$ cat config.mk
export PLATFORM = sky130hd
export DESIGN_NAME = falafel_req_arbiter
export DESIGN_NICKNAME = d
export VERILOG_FILES = /design/src/rtl/falafel_req_arbiter.sv
export SDC_FILE = /design/constraint.sdc
export NUM_CORES = 1
export LEC_CHECK = 0
export CAP_MARGIN = 20
export CORE_AREA = 2 2 307 309
export DETAILED_ROUTE_END_ITERATION = 10
export DIE_AREA = 0 0 309 311
export PLACE_DENSITY_LB_ADDON = 0.25
export SETUP_SLACK_MARGIN = 0.1
export SLEW_MARGIN = 10
export SYNTH_ARGS = -nofsm -noshare
export SYNTH_HDL_FRONTEND = slang
export SYNTH_SLANG_ARGS = --single-unit
$ cat constraint.sdc
create_clock -name clk_i -period 6.3 [get_ports clk_i]
set_input_delay 1.26 -clock clk_i [delete_from_list [all_inputs] [get_ports clk_i]]
set_output_delay 1.26 -clock clk_i [all_outputs]
set_load 0.02 [all_outputs]
$ cat src/rtl/falafel_req_arbiter.sv
// Round-robin arbiter sharing one allocator core between NUM_REQ requesters.
// Optional FALAFEL_ARB_ALIGN_EN: align REQ_ALLOC_MEM sizes before forwarding to the core.
module falafel_req_arbiter #(
  parameter int unsigned NUM_REQ = 4,
  parameter int unsigned DATA_W  = 64
) (
  input  logic                      clk_i,
  input  logic                      rst_i,
  input  logic [NUM_REQ-1:0]        req_valid_i,
  output logic [NUM_REQ-1:0]        req_ready_o,
  input  logic [NUM_REQ*DATA_W-1:0] req_opcode_i,
  input  logic [NUM_REQ*DATA_W-1:0] req_data_i,
  output logic [NUM_REQ-1:0]        resp_valid_o,
  input  logic [NUM_REQ-1:0]        resp_ready_i,
  output logic [DATA_W-1:0]         resp_data_o,
  output logic                      core_req_valid_o,
  input  logic                      core_req_ready_i,
  output logic [DATA_W-1:0]         core_req_opcode_o,
  output logic [DATA_W-1:0]         core_req_data_o,
  input  logic                      core_resp_valid_i,
  output logic                      core_resp_ready_o,
  input  logic [DATA_W-1:0]         core_resp_data_i,
  output logic                      busy_o
);

  localparam int unsigned IdxW = (NUM_REQ > 1) ? $clog2(NUM_REQ) : 1;

  localparam logic [DATA_W-1:0] ReqFreeMem = DATA_W'(2);
  localparam logic [DATA_W-1:0] NullPtr    = '0;
  localparam logic [DATA_W-1:0] ErrNomem   = '1;

`ifdef FALAFEL_ARB_ALIGN_EN
  localparam logic [DATA_W-1:0] ReqAllocMem    = DATA_W'(1);
  localparam logic [DATA_W-1:0] MinPayloadSize = DATA_W'(32);
  localparam logic [DATA_W-1:0] BlockAlignment = DATA_W'(8);

  function automatic logic [DATA_W-1:0] align_size(input logic [DATA_W-1:0] size,
                                                   input logic [DATA_W-1:0] align);
    logic [DATA_W-1:0] rounded;
    rounded = (size + align - DATA_W'(1)) & ~(align - DATA_W'(1));
    if (rounded < MinPayloadSize) begin
      rounded = MinPayloadSize;
    end
    return rounded;
  endfunction
`endif

  typedef enum logic [1:0] {StIdle, StIssue, StWait, StResp} state_e;

  state_e            state_q;
  logic [IdxW-1:0]   rr_ptr_q;
  logic [IdxW-1:0]   grant_q;
  logic [DATA_W-1:0] opcode_q;
  logic [DATA_W-1:0] data_q;
  logic [DATA_W-1:0] resp_q;

  logic [IdxW-1:0]   grant_idx;
  logic              grant_found;
  logic [DATA_W-1:0] sel_opcode;
  logic [DATA_W-1:0] sel_data;
  logic [DATA_W-1:0] fwd_data;

  // Round-robin search starting at rr_ptr_q, wrapping modulo NUM_REQ.
  always_comb begin
    int unsigned     idx;
    logic [IdxW-1:0] cand;
    grant_idx   = '0;
    grant_found = 1'b0;
    idx         = 0;
    cand        = '0;
    for (int unsigned i = 0; i < NUM_REQ; i++) begin
      idx  = (32'(rr_ptr_q) + i) % NUM_REQ;
      cand = IdxW'(idx);
      if (!grant_found && req_valid_i[cand]) begin
        grant_found = 1'b1;
        grant_idx   = cand;
      end
    end
  end

  assign sel_opcode = req_opcode_i[grant_idx*DATA_W +: DATA_W];
  assign sel_data   = req_data_i[grant_idx*DATA_W +: DATA_W];

  always_comb begin
    fwd_data = sel_data;
`ifdef FALAFEL_ARB_ALIGN_EN
    if (sel_opcode == ReqAllocMem) begin
      fwd_data = align_size(sel_data, BlockAlignment);
    end
`endif
  end

  always_ff @(posedge clk_i) begin
    if (rst_i) begin
      state_q  <= StIdle;
      rr_ptr_q <= '0;
      grant_q  <= '0;
      opcode_q <= '0;
      data_q   <= '0;
      resp_q   <= '0;
    end else begin
      unique case (state_q)
        StIdle: begin
          if (grant_found) begin
            grant_q  <= grant_idx;
            opcode_q <= sel_opcode;
            data_q   <= fwd_data;
            // Illegal opcodes and NULL frees are answered locally without touching the core.
            if (sel_opcode > ReqFreeMem) begin
              resp_q  <= ErrNomem;
              state_q <= StResp;
            end else if (sel_opcode == ReqFreeMem && sel_data == NullPtr) begin
              resp_q  <= '0;
              state_q <= StResp;
            end else begin
              state_q <= StIssue;
            end
          end
        end
        StIssue: begin
          if (core_req_ready_i) begin
            state_q <= StWait;
          end
        end
        StWait: begin
          if (core_resp_valid_i) begin
            resp_q  <= core_resp_data_i;
            state_q <= StResp;
          end
        end
        StResp: begin
          if (resp_ready_i[grant_q]) begin
            rr_ptr_q <= (grant_q == IdxW'(NUM_REQ - 1)) ? '0 : grant_q + 1'b1;
            state_q  <= StIdle;
          end
        end
        default: state_q <= StIdle;
      endcase
    end
  end

  always_comb begin
    req_ready_o  = '0;
    resp_valid_o = '0;
    if (state_q == StIdle && grant_found) begin
      req_ready_o = NUM_REQ'(1) << grant_idx;
    end
    if (state_q == StResp) begin
      resp_valid_o = NUM_REQ'(1) << grant_q;
    end
  end

  assign resp_data_o       = resp_q;
  assign core_req_valid_o  = (state_q == StIssue);
  assign core_req_opcode_o = opcode_q;
  assign core_req_data_o   = data_q;
  assign core_resp_ready_o = (state_q == StWait);
  assign busy_o            = (state_q != StIdle);

  // A core response is only legal while the arbiter is waiting for one.
  core_resp_in_wait_a: assert property (@(posedge clk_i) disable iff (rst_i)
    core_resp_valid_i |-> (state_q == StWait));

endmodule
== Yosys cells after proc, flatten, opt, wreduce, memory -nomap -nowiden ==
Cells that the tools add are included.
Operators by class
  add/sub/neg operators: 4
  magnitude comparators: 6
  eq/ne operators: 10
  shift operators: 4
  multiplexer cells: 33
  reductions and logical operators: 16
Operators with widths (number)
  256-bit by 9-bit variable part select with 64-bit output: 2
  64-bit two-way mux: 4
  64-bit case mux with 2 select lines: 1
  64-bit by 2-bit == test with 1-bit output, second input constant: 1
  64-bit by 2-bit greater-than comparator with 1-bit output, second input constant: 1
  64-bit zero test: 1
  2-bit two-way mux: 11
  2-bit by 3-bit less-than comparator with 1-bit output, second input constant: 5
  1-bit binary-select mux with 2-bit select: 5
  1-bit two-way mux: 9
  4-bit two-way mux: 2
  2-bit case mux with 4 select lines: 1
  4-bit AND reduction: 2
  1-bit by 2-bit left shift with 4-bit output, first input constant: 2
  2-bit == test, second input constant: 3
  2-bit inequality test, second input constant: 3
  1-bit logical AND: 5
  2-bit by 1-bit adder with 2-bit output, second input constant: 2
  2-bit adder, second input constant: 2
  2-bit AND reduction: 2
  2-bit nonzero test: 2
  1-bit zero test: 3
  3-bit inequality test, second input constant: 1
  2-bit by 1-bit == test with 1-bit output, second input constant: 1
  2 further kinds: 2
Storage, ports and cells
  register bits after elaboration: 198
  output and inout bits: 203

== Longest topological paths before layout ==
Gate-level depths: netlist of run 1.
  word-level depth: 19
  mapped depth: 17

== Worst setup path after synthesis of run 1 ==
OpenSTA, ideal clock, no wires.
  path type: input-to-output
  start: input port req_valid_i[0]
  end: output port req_ready_o[1]
  arrival: 3.088 ns
  setup slack: 1.952 ns
  stages: 10
  path buffers: 5
  cell sequence: nor2b_1 nand4bb_1 buf_4 nand2_4 buf_2 buf_2 buf_2 buf_1 nand2_1 nor2_1
On the way
  word-level cells in the longest chain between the ends: 14
  elaborated cells between the ends (all ways): 25
  classes of those cells: shift: 1; mux: 17; reduce/logical: 7
Ends and longest elaborated chain
  from (decl): RTL line 9  | input logic [NUM_REQ-1:0] req_valid_i,
  1-bit binary-select mux with 2-bit select: RTL line 74  | if (!grant_found && req_valid_i[cand]) begin
  1-bit two-way mux (not written as such): RTL line 74
  1-bit two-way mux: RTL line 74
  1-bit zero test: RTL line 74
  1-bit logical AND: RTL line 74
  1-bit two-way mux: RTL line 74
  1-bit zero test: RTL line 74
  1-bit logical AND: RTL line 74
  1-bit two-way mux: RTL line 74
  1-bit zero test: RTL line 74
  1-bit logical AND: RTL line 74
  2-bit two-way mux / 1-bit two-way mux (equally long branches): RTL line 74
  1-bit by 2-bit left shift with 4-bit output / 1-bit logical AND (equally long branches): RTL line 146, 145
  4-bit two-way mux (*): RTL line 145  | if (state_q == StIdle && grant_found) begin
  to (decl): RTL line 10  | output logic [NUM_REQ-1:0] req_ready_o,
Mark *: on every way between the ends. The rest lies on a longest branch, timed or not. The select of a mux whose other input is x is not followed.

== Worst setup path after layout of run 1 ==
  start: input port req_valid_i[2]
  end: register resp_q[59] (netlist: resp_data_o[59])
On the way
  word-level cells in the longest chain between the ends: 17
  elaborated cells between the ends (all ways): 34
  classes of those cells: order compare: 1; eq/ne: 3; shift: 2; mux: 19; reduce/logical: 9
Ends and longest elaborated chain
  1-bit binary-select mux with 2-bit select: RTL line 74
  1-bit two-way mux (not written as such): RTL line 74
  1-bit two-way mux: RTL line 74
  1-bit zero test: RTL line 74
  1-bit logical AND: RTL line 74
  1-bit two-way mux: RTL line 74
  1-bit zero test: RTL line 74
  1-bit logical AND: RTL line 74
  1-bit two-way mux: RTL line 74
  1-bit zero test: RTL line 74
  1-bit logical AND: RTL line 74
  2-bit two-way mux: RTL line 74
  256-bit by 9-bit variable part select with 64-bit output, on equally long branches: RTL line 81, 82
  64-bit by 2-bit greater-than comparator with 1-bit output, or another cell as far along: RTL line 109  | if (sel_opcode > ReqFreeMem) begin
  64-bit two-way mux / 1-bit logical AND (equally long branches): RTL line 109, 112
  64-bit two-way mux / 3-bit inequality test (equally long branches)
  64-bit case mux with 2 select lines / 4-bit AND reduction (equally long branches)
  to (signal assigned): RTL line 110  | resp_q <= ErrNomem;
  to (signal assigned): RTL line 127  | resp_q <= core_resp_data_i;
  to (decl): RTL line 55  | logic [DATA_W-1:0] resp_q;
Several ways; a longest one is shown, not always the timed one. The select of a mux whose other input is x is not followed.
A chain may end at the register's enable or synchronous reset.

==> run metrics, run 1 <==
status=complete, no violations; die height=311 um; Worst-Skew Late Latency=0.53 ns; first-pass GRT wire length=128000 um; I/O pins=791; Setup TNS Final=0 ns; Initial DRC Count=942; vias=15.8k; Slew Viols, Final=0; Synthesis Warnings=0; LEAKAGE=8.55 nW; CP required=6.70 ns; Final setup viols=0; share of layout cells above drive strength 1=0.0674; post-synthesis sequential element count=198; Max IR drop VDD=217 uV; Crit. End Element=flop; number of antenna violations at the first check in global routing=38; Starting Density=0.138; CP max stage cell=nor4_1; CTS max path bufs=2; core area=92800 sq um; most numerous cell in the Yosys netlist=nand2_1; r2r worst-path depth=13; total power per unit cell area=342 nW/um^2; crit path time final=5.64 ns; final hold violations=0; Worst-Margin Slew=1.09 ns; detailed placer's ending HPWL=75800 um; largest net degree at the start of global routing=103; Seq/Total Area, Yosys=0.311; GR Overflow Total=0; CP cell instances=clkdlybuf4s50_1 -> nor2b_1 -> nand4b_4 -> nand2_8 -> buf_4 -> a211oi_1 -> buf_4 -> o22ai_1 -> nor4_1 -> nand4_1 -> o41ai_2 -> o21bai_4 -> buf_12 -> buf_12 -> mux2i_1; WL/cell=25.6 um; Top FF cell, synth=dfxtp_1; DRT Pass-1 Iters=5; net count after synthesis=2296; HP Class=reg -> reg; worst hold slack=0.455 ns; clock sink count=198; width of the chip=309 um; fmax=0.177 GHz; critical path launch point type=input port; Max transition margin=0.268; crit share post-route=0.895; total track usage=0.190; CTS resizes=0; top cells by count, synth=nand2_1 (305), dfxtp_1 (198), a21oi_1 (195), nor2_1 (132); DR vias/cell=4.28; final net count=2989; Synth Cell Area=12800 sq um; routability cong.=0.847; root buffer cell=clkbuf_16; Yosys top cell area share=0.311; Syn-to-layout area delta=78.2%; drt total wl=94200 um; post-CTS setup repair buffer count=0; count of cell types in the netlist=51; Worst-path clk slew=0.08 ns; Synth area leader=dfxtp_1; Detail Route Antenna Nets=0; TritonCTS clock tree=yes; Max Fanout on Critical Path=34; ys async rst share=0; # fillers=10.4k; mean post-synth cell area=7.51 sq um; CP peak stage delay=0.74 ns; Final Util=0.245; top post-synthesis cells by area=dfxtp_1 (31%), nand2_1 (9.0%), mux2i_1 (8.1%); Cells after Synth=1700; RSZ-0062 raised after global routing=no; Max H-tree Level=4; Die Area=96100 sq um; critical path type=in -> reg; drt drc=0; Setup Skew=0.0183 ns; worst hold path depth=2; Tot Pwr=7.77 mW; CTS buffer count=17; maxcap violations=0; Hold Buf Count CTS=0; Worst EP arrival=6.04 ns; row cnt=112; number of flops mapped to enable cells by yosys=0; # port buffers=790; vias in the first global route=16.1k
==> worst paths after layout <==
kind / startpoint / end / slack, ns
worst min register to register: core_req_data_o[49]$_SDFFE_PP0P_ / core_req_data_o[49]$_SDFFE_PP0P_ / 0.46
worst min-delay path: core_req_data_o[49]$_SDFFE_PP0P_ / core_req_data_o[49]$_SDFFE_PP0P_ / 0.46
worst max register to register: rr_ptr_q[1]$_SDFFE_PP0P_ / resp_data_o[59]$_SDFFE_PP0P_ / 1.57
worst max-delay path: req_valid_i[2] / resp_data_o[59]$_SDFFE_PP0P_ / 0.66
==> metrics by stage <==
step / cell area (sq um) / cells / worst slack (ns)
2_1_floorplan: 12800 / 1700 / 1.95
3_3_place_gp: 22100 / 3628 / 0.0202
3_5_place_dp: 22100 / 3628 / 0.0524
4_1_cts: 22700 / 3659 / 0.612
5_1_grt: 22700 / 3673 / 0.485
6_report: 22700 / 3679 / 0.660
==> layout make-up <==
class | count | area, sq um | area share
Timing Repair Buffer | 849 | 8540 | 0.375
Multi-Input combinational cell | 1319 | 7990 | 0.351
Sequential cell | 198 | 3960 | 0.174
Tap cell | 1254 | 1570 | 0.0690
Clock buffer | 18 | 439 | 0.0193
Clock inverter | 13 | 159 | 0.00699
Antenna cell | 20 | 50.0 | 0.00220
Inverter | 8 | 32.5 | 0.00143
==> sequential cells by signal, summed over array words and instances (netlist names) <==
signal and flops:
resp_data_o 64, grant_q 2, rr_ptr_q 2, core_req_data_o 64, core_req_opcode_o 64, state_q 2
==> cells in the final DEF (no fill, tap or decap), types with 2 or more instances in the layout <==
cell,n
nand2_1,305
nand4_1,15
nand2b_1,66
nor3_1,4
and2_1,5
a21oi_1,195
buf_4,44
a22o_1,9
or3_1,39
or4_1,6
ha_1,7
a21oi_2,3
nand3_1,2
nor2_1,131
mux2_1,2
o22ai_1,20
a22oi_1,24
mux2_2,15
inv_1,7
clkdlybuf4s50_1,789
a211oi_1,116
buf_12,15
clkinv_8,5
clkbuf_16,17
nor2b_1,3
a31o_2,39
inv_6,5
mux2i_1,103
and3_1,116
dfxtp_1,198
diode_2,20
nor4_1,8
o211ai_1,64
clkinv_4,2
==> routing by layer <==
| layer | up-vias | track usage | part of all wire |
|---|---|---|---|
| li1 | 7498 | - | - |
| met1 | 7520 | 0.216 | 0.40 |
| met2 | 622 | 0.333 | 0.50 |
| met3 | 99 | 0.0604 | 0.080 |
| met4 | 18 | 0.0667 | 0.021 |
| met5 | - | 0 | 0.0015 |
==> where the power goes <==
part           leakage [nW]  switching [mW]  internal, mW
clock network         0.289           0.670         0.543
logic                  6.62            2.60          2.00
registers              1.64           0.261          1.71
==> critical path: cells and delay by family <==
family | cells | cell delay, ns
compound gates | 4 | 1.25
buf+inv | 5 | 1.38
mux | 1 | 0.11
simple gates | 5 | 1.92
==> logic make-up after synthesis <==
kind of cell | count (synthesis) | synth area share
AO/OA/AOI/OAI | 479 | 0.248
adder cells (fa/ha/maj) | 8 | 0.00784
buffers and inverters | 183 | 0.0691
flip-flops | 198 | 0.311
multiplexers | 121 | 0.0976
AND/OR/NAND/NOR | 711 | 0.266
Note: power is estimated with default switching activity, not from simulation.
==> inputs of run 2 (changes only) <==
CTS_CLUSTER_SIZE = 16   (was default)
SLEW_MARGIN = 20   (was 10)
==> results of run 2 <==
The final DEF is identical to that of run 1; final timing and power are the same.
==> RTL edit (flow settings as in run 2) <==
`NUM_REQ`: 4 -> 2.
--- a/src/rtl/falafel_req_arbiter.sv
+++ b/src/rtl/falafel_req_arbiter.sv
@@ -3,3 +3,3 @@
 module falafel_req_arbiter #(
-  parameter int unsigned NUM_REQ = 4,
+  parameter int unsigned NUM_REQ = 2,
   parameter int unsigned DATA_W  = 64
Interface: changed (6 resized); port bits go from 791 to 527. No check against the original RTL was run, so the function may have changed too.
==> RTL edit against run 2 <==
Routed wire length down 44%. Power is 8.1% lower. Critical path type is now input pin to output pin. Sequential cell count is 2 lower. Synthesized area decreased by 27%. Synthesized cell count down 36%. Sequential share of layout area is 6.3 points higher. Largest power group unchanged. Setup slack better by 0.70 ns. Design area fell by 27%. Utilization fell by 6.7 points. Via count shrank 36%.
==> RTL edit: results (changes against run 2) <==
rrSetupSlack_ns: 2.54  # was 1.57 ns
drt-initial-drc-count: 539  # was 942
gr-usage-met2: 0.184  # was 0.333
leakagePower_nw: 5.54  # was 8.55 nW
synth_xor_area_frac: 0  # unchanged
dr_total_vias: 10200  # was 15800
grt_pass1_wl_um: 75500  # was 128000 um
met2_wirelength_um: 25700  # was 47200 um
outcome: "complete, no violations"  # unchanged
dr.pass1.iters: 4  # was 5
grt_max_degree: 174  # was 103
hold_path_depth: 1  # was 2
worstPathArrival_ns: 3.68  # was 6.04 ns
min_to: "resp_data_o[24]"  # was core_req_data_o[49]
critPathSlowestCell: "clkdlybuf4s50_1"  # was nor4_1
place_area_um2: 15900  # was 22100 um2
fmax_mhz: 202  # was 177 MHz
synth.area.top_cells: "dfxtp_1 42%, a311oi_1 12%, nand2_1 11%, o2bb2ai_2 9.7%, nor2_1 5.8%"  # was dfxtp_1 31%, nand2_1 9.0%, mux2i_1 8.1%, a21oi_1 7.6%, a211oi_1 6.8%
finalNetCount: 1883  # was 2989
wl_met3_um: 4350  # was 7500 um
gp_congestion: 0.842  # was 0.847
synth_fp_nets: 1421  # was 2296
dp_worst_setup_slack_ns: 0.899  # was 0.0524 ns
r2r-end: "resp_data_o[27]"  # was resp_data_o[59]
gr-usage-met3: 0.0378  # was 0.0604
drive_above_1_share: 0.0793  # was 0.0674
r2r_start: "rr_ptr_q"  # was rr_ptr_q[1]
finalNonFillerCells: 2820  # was 3679
grt_pass1_vias: 10700  # was 16100
crit_end: "req_ready_o[0]"  # was resp_data_o[59]
wl_met1_um: 21800  # was 37400 um
ir_worst_vdd_v: 0.000274  # was 0.000217 V
dp_hpwl_um: 41000  # was 75800 um
synth.top_cells.by_count: "270 x nand2_1, 196 x dfxtp_1, 144 x nor2_1, 128 x a311oi_1, 81 x clkbuf_1"  # was 305 x nand2_1, 198 x dfxtp_1, 195 x a21oi_1, 132 x nor2_1
antenna_found_initial: 5  # was 38
hold_path.startpoint: "resp_data_o[24]"  # was core_req_data_o[49]
finClkSkew_ns: 0.0191  # was 0.0183 ns
r2r.worst_path.cells: 9  # was 13
use_met1: 0.124  # was 0.216
clock_latency_ns: 0.51  # was 0.53 ns
synthAdderAreaFrac: 0.00671  # was 0.00784
muxShareOfSynthArea: 0.00107  # was 0.0976
avgSynthCellArea_um2: 8.56  # was 7.51 um2
critical_path.top_delay_family: "buffers and inverters"  # was simple AND/OR/NAND/NOR gates
crit_start: "req_valid_i[0]"  # was req_valid_i[2]
fillers: 10500  # was 10400
holdWs_ns: 0.474  # was 0.455 ns
clkTransAtPathRegs_ns: 0.10  # was 0.08 ns
synth_compound_area_frac: 0.289  # was 0.248
synthFlopType: "dfxtp_1"  # unchanged
synth.distinct_cells: 43  # was 51
slowest_delay_ns: 0.62  # was 0.74 ns
port_buffers: 526  # was 790
synth_seq_area_share: 0.421  # was 0.311
dp.cells: 2785  # was 3628
tightest_slew_ns: 1.10  # was 1.09 ns
RTL edit: cell types whose count changed after synthesis, moves of 44 or more:
cell | run 2 | this run
nor4_1 | 8 | 52
o2bb2ai_2 | 0 | 60
nand2b_1 | 67 | 2
a21oi_1 | 195 | 5
and3_1 | 116 | 1
o211ai_1 | 64 | 0
a21boi_0 | 0 | 65
a311oi_1 | 0 | 128
mux2i_1 | 103 | 1
a211oi_1 | 116 | 1
RTL edit: power breakdown:
group          switching (W)  internal, W  leakage [nW]
Sequential          0.000327      0.00177          1.63
Combinational        0.00215      0.00168          3.61
Clock               0.000677     0.000546         0.302
RTL edit: layout make-up:
cell class              count  area, um2  area share
diodes                      3       7.51    0.000454
clock buffers              17        425      0.0257
clock inverters            15        196      0.0119
inverters                   5       18.8     0.00113
multi-input cells         789       4960       0.300
flip-flops and latches    196       3920       0.237
well taps                1254       1570      0.0949
repair buffers            541       5430       0.328
